`config.mk`:
```
export PLATFORM = sky130hd
export DESIGN_NAME = video_source_gol_zoom
export DESIGN_NICKNAME = d
export VERILOG_FILES = /design/src/rtl/video_source_gol_zoom.sv
export SDC_FILE = /design/constraint.sdc
export NUM_CORES = 1
export LEC_CHECK = 0
export ABC_CLOCK_PERIOD_IN_PS = 12650
export CAP_MARGIN = 20
export CORE_UTILIZATION = 35
export CTS_BUF_LIST = sky130_fd_sc_hd__clkbuf_16
export DETAILED_ROUTE_END_ITERATION = 7
export PLACE_DENSITY = 0.58
export SKIP_CTS_REPAIR_TIMING = 1
export SLEW_MARGIN = 20
export SYNTH_ARGS = -nofsm -noshare
export SYNTH_HDL_FRONTEND = slang
export SYNTH_SLANG_ARGS = --single-unit
```
`constraint.sdc`:
```
create_clock -name clk -period 12.65 [get_ports clk]
set_input_delay 1.8975 -clock clk [delete_from_list [all_inputs] [get_ports clk]]
set_output_delay 1.8975 -clock clk [all_outputs]
set_load 0.05 [all_outputs]
```
`src/rtl/video_source_gol_zoom.sv`:
```
// video_source_gol_zoom: zoomed/panned Game-of-Life viewer mapping pixels to cells and colours via a palette
module video_source_gol_zoom #(
  parameter int RAM_LAT   = 1,
  parameter int SPECIES_W = 5,
  parameter int H_ACTIVE  = 1280,
  parameter int V_ACTIVE  = 720
) (
  input  logic                 clk,
  input  logic                 rst,
  input  logic [11:0]          pixel_x_i,
  input  logic [11:0]          pixel_y_i,
  input  logic                 de_i,
  input  logic                 frame_start_i,
  input  logic [1:0]           cfg_zoom_i,
  input  logic [7:0]           cfg_pan_x_i,
  input  logic [7:0]           cfg_pan_y_i,
  input  logic                 cfg_grid_en_i,
  input  logic                 cfg_cursor_en_i,
  input  logic [7:0]           cfg_cursor_x_i,
  input  logic [7:0]           cfg_cursor_y_i,
  input  logic                 pal_we_i,
  input  logic [SPECIES_W-1:0] pal_addr_i,
  input  logic [23:0]          pal_data_i,
  output logic [15:0]          addr_o,
  input  logic [SPECIES_W-1:0] dout_i,
  output logic [7:0]           r_o,
  output logic [7:0]           g_o,
  output logic [7:0]           b_o,
  output logic                 de_out_o
);
  localparam logic [23:0] BG_RGB   = 24'h080818;
  localparam logic [23:0] GRID_RGB = 24'h202040;

  logic [1:0]  zoom_q, zoom_d;
  logic [7:0]  pan_x_q, pan_x_d, pan_y_q, pan_y_d, cur_x_q, cur_x_d, cur_y_q, cur_y_d;
  logic        grid_en_q, grid_en_d, cursor_en_q, cursor_en_d;
  logic [12:0] span, win_w, win_h, ox, oy, px, py, dx, dy;
  logic [7:0]  cell_x, cell_y;
  logic [2:0]  mask;
  logic        in_grid, grid, cursor;
  logic [15:0] addr_q, addr_d;
  logic [3:0]  flags_d, fl;
  logic [RAM_LAT:0][3:0] pipe_q;
  logic [23:0] pal_q [2**SPECIES_W];
  logic [23:0] pal, rgb_q, rgb_d;
  logic        de_out_q;

  // Config is only swapped at frame_start so a frame never mixes settings
  always_comb begin
    zoom_d      = frame_start_i ? cfg_zoom_i      : zoom_q;
    pan_x_d     = frame_start_i ? cfg_pan_x_i     : pan_x_q;
    pan_y_d     = frame_start_i ? cfg_pan_y_i     : pan_y_q;
    grid_en_d   = frame_start_i ? cfg_grid_en_i   : grid_en_q;
    cursor_en_d = frame_start_i ? cfg_cursor_en_i : cursor_en_q;
    cur_x_d     = frame_start_i ? cfg_cursor_x_i  : cur_x_q;
    cur_y_d     = frame_start_i ? cfg_cursor_y_i  : cur_y_q;
  end

  // Active config registers
  always_ff @(posedge clk) begin
    if (rst) begin
      zoom_q <= 2'd2; pan_x_q <= '0; pan_y_q <= '0; grid_en_q <= 1'b0;
      cursor_en_q <= 1'b0; cur_x_q <= '0; cur_y_q <= '0;
    end else begin
      zoom_q <= zoom_d; pan_x_q <= pan_x_d; pan_y_q <= pan_y_d; grid_en_q <= grid_en_d;
      cursor_en_q <= cursor_en_d; cur_x_q <= cur_x_d; cur_y_q <= cur_y_d;
    end
  end

  // Pixel -> centred window, cell coordinate and sideband flags
  always_comb begin
    span    = 13'd256 << zoom_q;
    win_w   = span > 13'(H_ACTIVE) ? 13'(H_ACTIVE) : span;
    win_h   = span > 13'(V_ACTIVE) ? 13'(V_ACTIVE) : span;
    ox      = (13'(H_ACTIVE) - win_w) >> 1;
    oy      = (13'(V_ACTIVE) - win_h) >> 1;
    px      = {1'b0, pixel_x_i};
    py      = {1'b0, pixel_y_i};
    dx      = px - ox;
    dy      = py - oy;
    in_grid = px >= ox && px < ox + win_w && py >= oy && py < oy + win_h;
    cell_x  = 8'(dx >> zoom_q) + pan_x_q;
    cell_y  = 8'(dy >> zoom_q) + pan_y_q;
    mask    = 3'((4'd1 << zoom_q) - 4'd1);
    grid    = grid_en_q && zoom_q >= 2'd2 && ((dx[2:0] & mask) == 3'd0 || (dy[2:0] & mask) == 3'd0);
    cursor  = cursor_en_q && cell_x == cur_x_q && cell_y == cur_y_q;
    addr_d  = in_grid ? {cell_y, cell_x} : 16'h0000;
    flags_d = {de_i, in_grid, grid, cursor};
  end

  // Address register plus flag delay line matching the bank read latency
  always_ff @(posedge clk) begin
    if (rst) begin
      addr_q <= '0;
      pipe_q <= '0;
    end else begin
      addr_q <= addr_d;
      pipe_q <= {pipe_q[RAM_LAT-1:0], flags_d};
    end
  end

  // Palette; a write lands at the edge so a same-cycle read sees the old entry
  always_ff @(posedge clk) begin
    if (rst) begin
      for (int i = 0; i < 2**SPECIES_W; i++) pal_q[i] <= (i == 0) ? 24'h0C0C18 : 24'hFFFFFF;
    end else if (pal_we_i) begin
      pal_q[pal_addr_i] <= pal_data_i;
    end
  end

  // Colour select, flags aligned with dout: {de, in_grid, grid, cursor}
  always_comb begin
    fl    = pipe_q[RAM_LAT];
    pal   = pal_q[dout_i];
    rgb_d = (!fl[3] || !fl[2]) ? BG_RGB : fl[1] ? GRID_RGB : fl[0] ? ~pal : pal;
  end

  // Output register
  always_ff @(posedge clk) begin
    if (rst) begin
      rgb_q    <= BG_RGB;
      de_out_q <= 1'b0;
    end else begin
      rgb_q    <= rgb_d;
      de_out_q <= fl[3];
    end
  end

  assign addr_o   = addr_q;
  assign {r_o, g_o, b_o} = rgb_q;
  assign de_out_o = de_out_q;
endmodule

```
# Yosys cells after proc, flatten, opt, wreduce, memory -nomap -nowiden
# Memory sizes are Yosys's and may differ from the RTL's.
# Cells that the tools add are included.
# classes
n_eq_ne,2
addsub,9
n_lt_le_gt_ge,7
reduce_logical,17
muxes,12
bitwise,4
shifts,4
# ops
cell,n
two-way mux 24 bit,2
adder 12 x 13 -> 13 bit,2
less-than comparator 12 x 13 -> 1 bit,2
two-way mux 13 bit,2
right shift 13 x 2 -> 8 bit,2
subtractor 12 x 12 -> 13 bit,2
>= comparator 12 bit,2
NOT 24 bit,1
OR reduction 24 bit,1
two-way mux 22 bit,1
adder 8 bit,2
== test 8 bit,2
> comparator 13 x 10 -> 1 bit (second input constant),1
> comparator 13 x 11 -> 1 bit (second input constant),1
left shift 9 x 2 -> 13 bit (first input constant),1
subtractor 10 x 13 -> 13 bit (first input constant),1
subtractor 11 x 13 -> 13 bit (first input constant),1
logical AND 1 bit,7
bitwise AND 3 bit,2
logical NOT 3 bit,2
two-way mux 1 bit,6
two-way mux 5 bit,1
OR reduction 2 bit,2
OR reduction 3 bit,1
6 further kinds,8
# totals
mem_bits_rw,768
memories,1
reg_bits,85
out_inout_bits,41
word_cells,69
# memory_table
name,depth,width,read_ports,rd_clocked_by_memory_dff,wr,line_no,source
pal_q,32,24,1,0,32,44,logic [23:0] pal_q [2**SPECIES_W];

# Logic depth before layout (Yosys ltp)
# logic_depth
ltp_word,11
mapped_depth,21

# Least setup slack after synthesis
# OpenSTA, ideal clock, no wires.
# synth_path
path_type,input to register
from,input rst
to,"memory pal_q[12][0], enable pin"
stages,7
t_arrival_ns,4.705
slack_ns,7.506
required_time_ns,12.212
cell_sequence,clkbuf_1 inv_1 nand2_1 or3_1 clkbuf_1 clkbuf_1 o21ai_0
# synth_rtl
element,line_no,source
start: declaration,9,"input logic rst,"
end: declaration,44,

# Worst setup path in the final report
# layout_path
from,input pixel_y_i[3]
to,register pipe_q[0] (netlist bit)
# layout_between
elab_chain_len,5
# layout_lines
element,line_no,source
start: declaration,11,"input logic [11:0] pixel_y_i,"
subtractor 12 x 12 -> 13 bit,80,dy = py - oy;
right shift 13 x 2 -> 8 bit,83,cell_y = 8'(dy >> zoom_q) + pan_y_q;
adder 8 bit,83,
== test 8 bit,86,cursor = cursor_en_q && cell_x == cur_x_q && cell_y == cur_y_q;
logical AND 1 bit,86,
end signal: assignment,98,"pipe_q <= {pipe_q[RAM_LAT-1:0], flags_d};"
end: declaration,43,logic [RAM_LAT:0][3:0] pipe_q;
# Every way passes these cells.
# A chain may end at the register's enable or synchronous reset.

==> out/results.ini <==
[run_status]
outcome=complete, no violations

[synth]
postSynth.asyncResetShare_pct=0
synth-xor-area-share_pct=1.32
synth-compound-area-share_pct=2.25
synth_top_area_cell=edfxtp_1
synthAdderAreaFrac_pct=1.59
yosys-mux-area-fraction_pct=15.3
ys_warn_count=0
syn_nets=2885
synth_top_area_share_pct=57.4
postSynthCellCount=2736
yosysSeqAreaShare_pct=61.6
synth_top_family_by_area=multiplexers
netlist_top_cells_area=edfxtp_1, mux4_2, or3_1
synth-main-ff-cell=edfxtp_1
yosys.cell_types.count=71
synth_edf_count=768
synth-simple-area-share_pct=14.9
syn-mean-instance-area_um2=14.7
synth-seq-cells=853
syn_area_mm2=0.0402

[floorplan]
die_h_um=341
die_w_um=341
core_mm2=0.113
dieArea_mm2=0.116
ios=140
start_util_pct=35.5
num_rows=123

[global_route]
grt_pass1_wl_mm=169
antenna_found_initial=16
track_usage_pct=19.9
overflow=0
grt_pass1_vias=24943
grt_max_degree=116

[final_layout]
regArea_mm2=0.0248
final_cell_mix=edfxtp_1, or3_1, or2_2
nets=2904
multiInputGateArea_mm2=0.0145
layout_commonest_cell=edfxtp_1
area_delta_synth_final_pct=14.6
fin_util_pct=40.7
drive_gt1_share_pct=30.5
fillCellCount=10226
instances_no_fill=4336

[detailed_routing]
drtIter0Drc=2233
post-route-drc-count=0
vias=24311
wl_mm=117
wl_per_cell_um=26.9
vias_per_cell=5.61
antenna_left=0
first_pass_iters=7

[sta]
fin_crit_ps=5600
hold_viol_final=0
finalSetupViolations=0
fin_crit_sh_pct=44.3
whs_ps=440
rsz0062_at_grt=false
relSlewSlack_pct=25.5
max_freq_mhz=178
fin_tns_setup_ps=0
worstMarginPinSlew_ps=1110
finalMaxSlewViolations=0
skew_ps=26.0

[clocking]
clock_path_buffers=3
cts_tree=yes
clk_pin_slew_ps=60
ctsRootBufferMaster=clkbuf_16
cts_made_buffers=92
clkLatencyLatePin_ps=670
htreeDepth=3
cts.sinks=853

[setup_path]
worst-setup-path-type=in -> reg
cp_max_fo=11
end_kind=register
arrival_ps=6200
cp.required_ps=13250
critPathLaunchType=primary input

[placement]
place.gp.congestion=0.846
dp_hpwl_mm=67.4
placedCellCount=4157
io_buffers=139

[run]
maxCapViolCount=0

[power]
p_per_area_mw_per_mm2=143
ir_drop_mv=0.0996
leakagePower_nw=14.9

[hold_path]
hold_class=reg -> reg

state kept, by name, indices dropped and copies added (netlist names), 2 cells and up:
register / cells
addr_o: 16
cur_x_q: 8
cur_y_q: 8
fl: 4
pal_q: 768
pan_x_q: 8
pan_y_q: 8
pipe_q: 4
rgb_q: 24
zoom_q: 2
path summary, 6_finish.rpt:
check	startpoint	end	slack [ps]	cells after the start
worst max register to register	zoom_q[0]	pipe_q[0]	7050	19
worst min-delay path	pipe_q[3]	fl[3]	440	1
worst min register to register	pipe_q[3]	fl[3]	440	1
worst max-delay path	pixel_y_i[3]	pipe_q[0]	7050	16
worst max-delay path: stages:
cell	delay (ps)
clkdlybuf4s50_1	400
ha_1	410
or3_1	460
a21o_1	240
nor3_1	140
a21oi_1	60
o21ai_0	130
o21ai_0	200
ha_1	540
nor2_1	70
a2111oi_0	460
o2111ai_1	170
a2111oi_0	380
nand3_1	120
nor4_1	280
and4_1	210
cell families after synthesis:
logic type / after synthesis
other: 2
DFF: 853
xor gates and xnor gates: 59
buffers and inverters: 308
AOI/OAI and AO/OA: 134
adders and majority gates: 50
muxes: 310
and+or+nand+nor: 1020
final cells by class:
class | count | area share (%)
flip-flops and latches | 853 | 53.8
clock inverters | 75 | 1.23
diodes | 5 | 0.0272
repair buffers | 207 | 4.10
inverters | 26 | 0.212
multi-input cells | 1575 | 31.4
clock buffers | 95 | 5.16
well taps | 1500 | 4.08
per-stage QoR:
step	area (µm²)	worst slack, ps	total power, W
after floorplan	40200	7510	0.00376
after global placement	43100	6360	0.00401
after detailed placement	43100	6440	0.00404
after CTS	46000	7130	0.00665
after global routing	46000	6650	0.00681
final	46100	7050	0.00661
layer usage:
layer	vias to the layer above	wire length, µm	global-route usage (%)
li1	10412	-	-
met1	12631	47300	26.4
met2	1076	57200	33.0
met3	188	9820	4.36
met4	4	2460	5.45
met5	-	21	0
synthesized netlist by cell type, types with 38 or more instances:
cell type,n
edfxtp_1,768
or3_1,388
or2_2,366
mux4_2,242
clkbuf_1,239
nor2_1,102
dfxtp_1,85
mux2i_1,66
nand2_1,59
ha_1,48
o21ai_0,46
xor2_1,38
where the power goes:
group          total, W  switching [W]  internal, W
registers       0.00325      0.0000425      0.00321
logic          0.000723       0.000434     0.000289
clock network   0.00263        0.00114      0.00149
(Power assumes the default switching activity.)
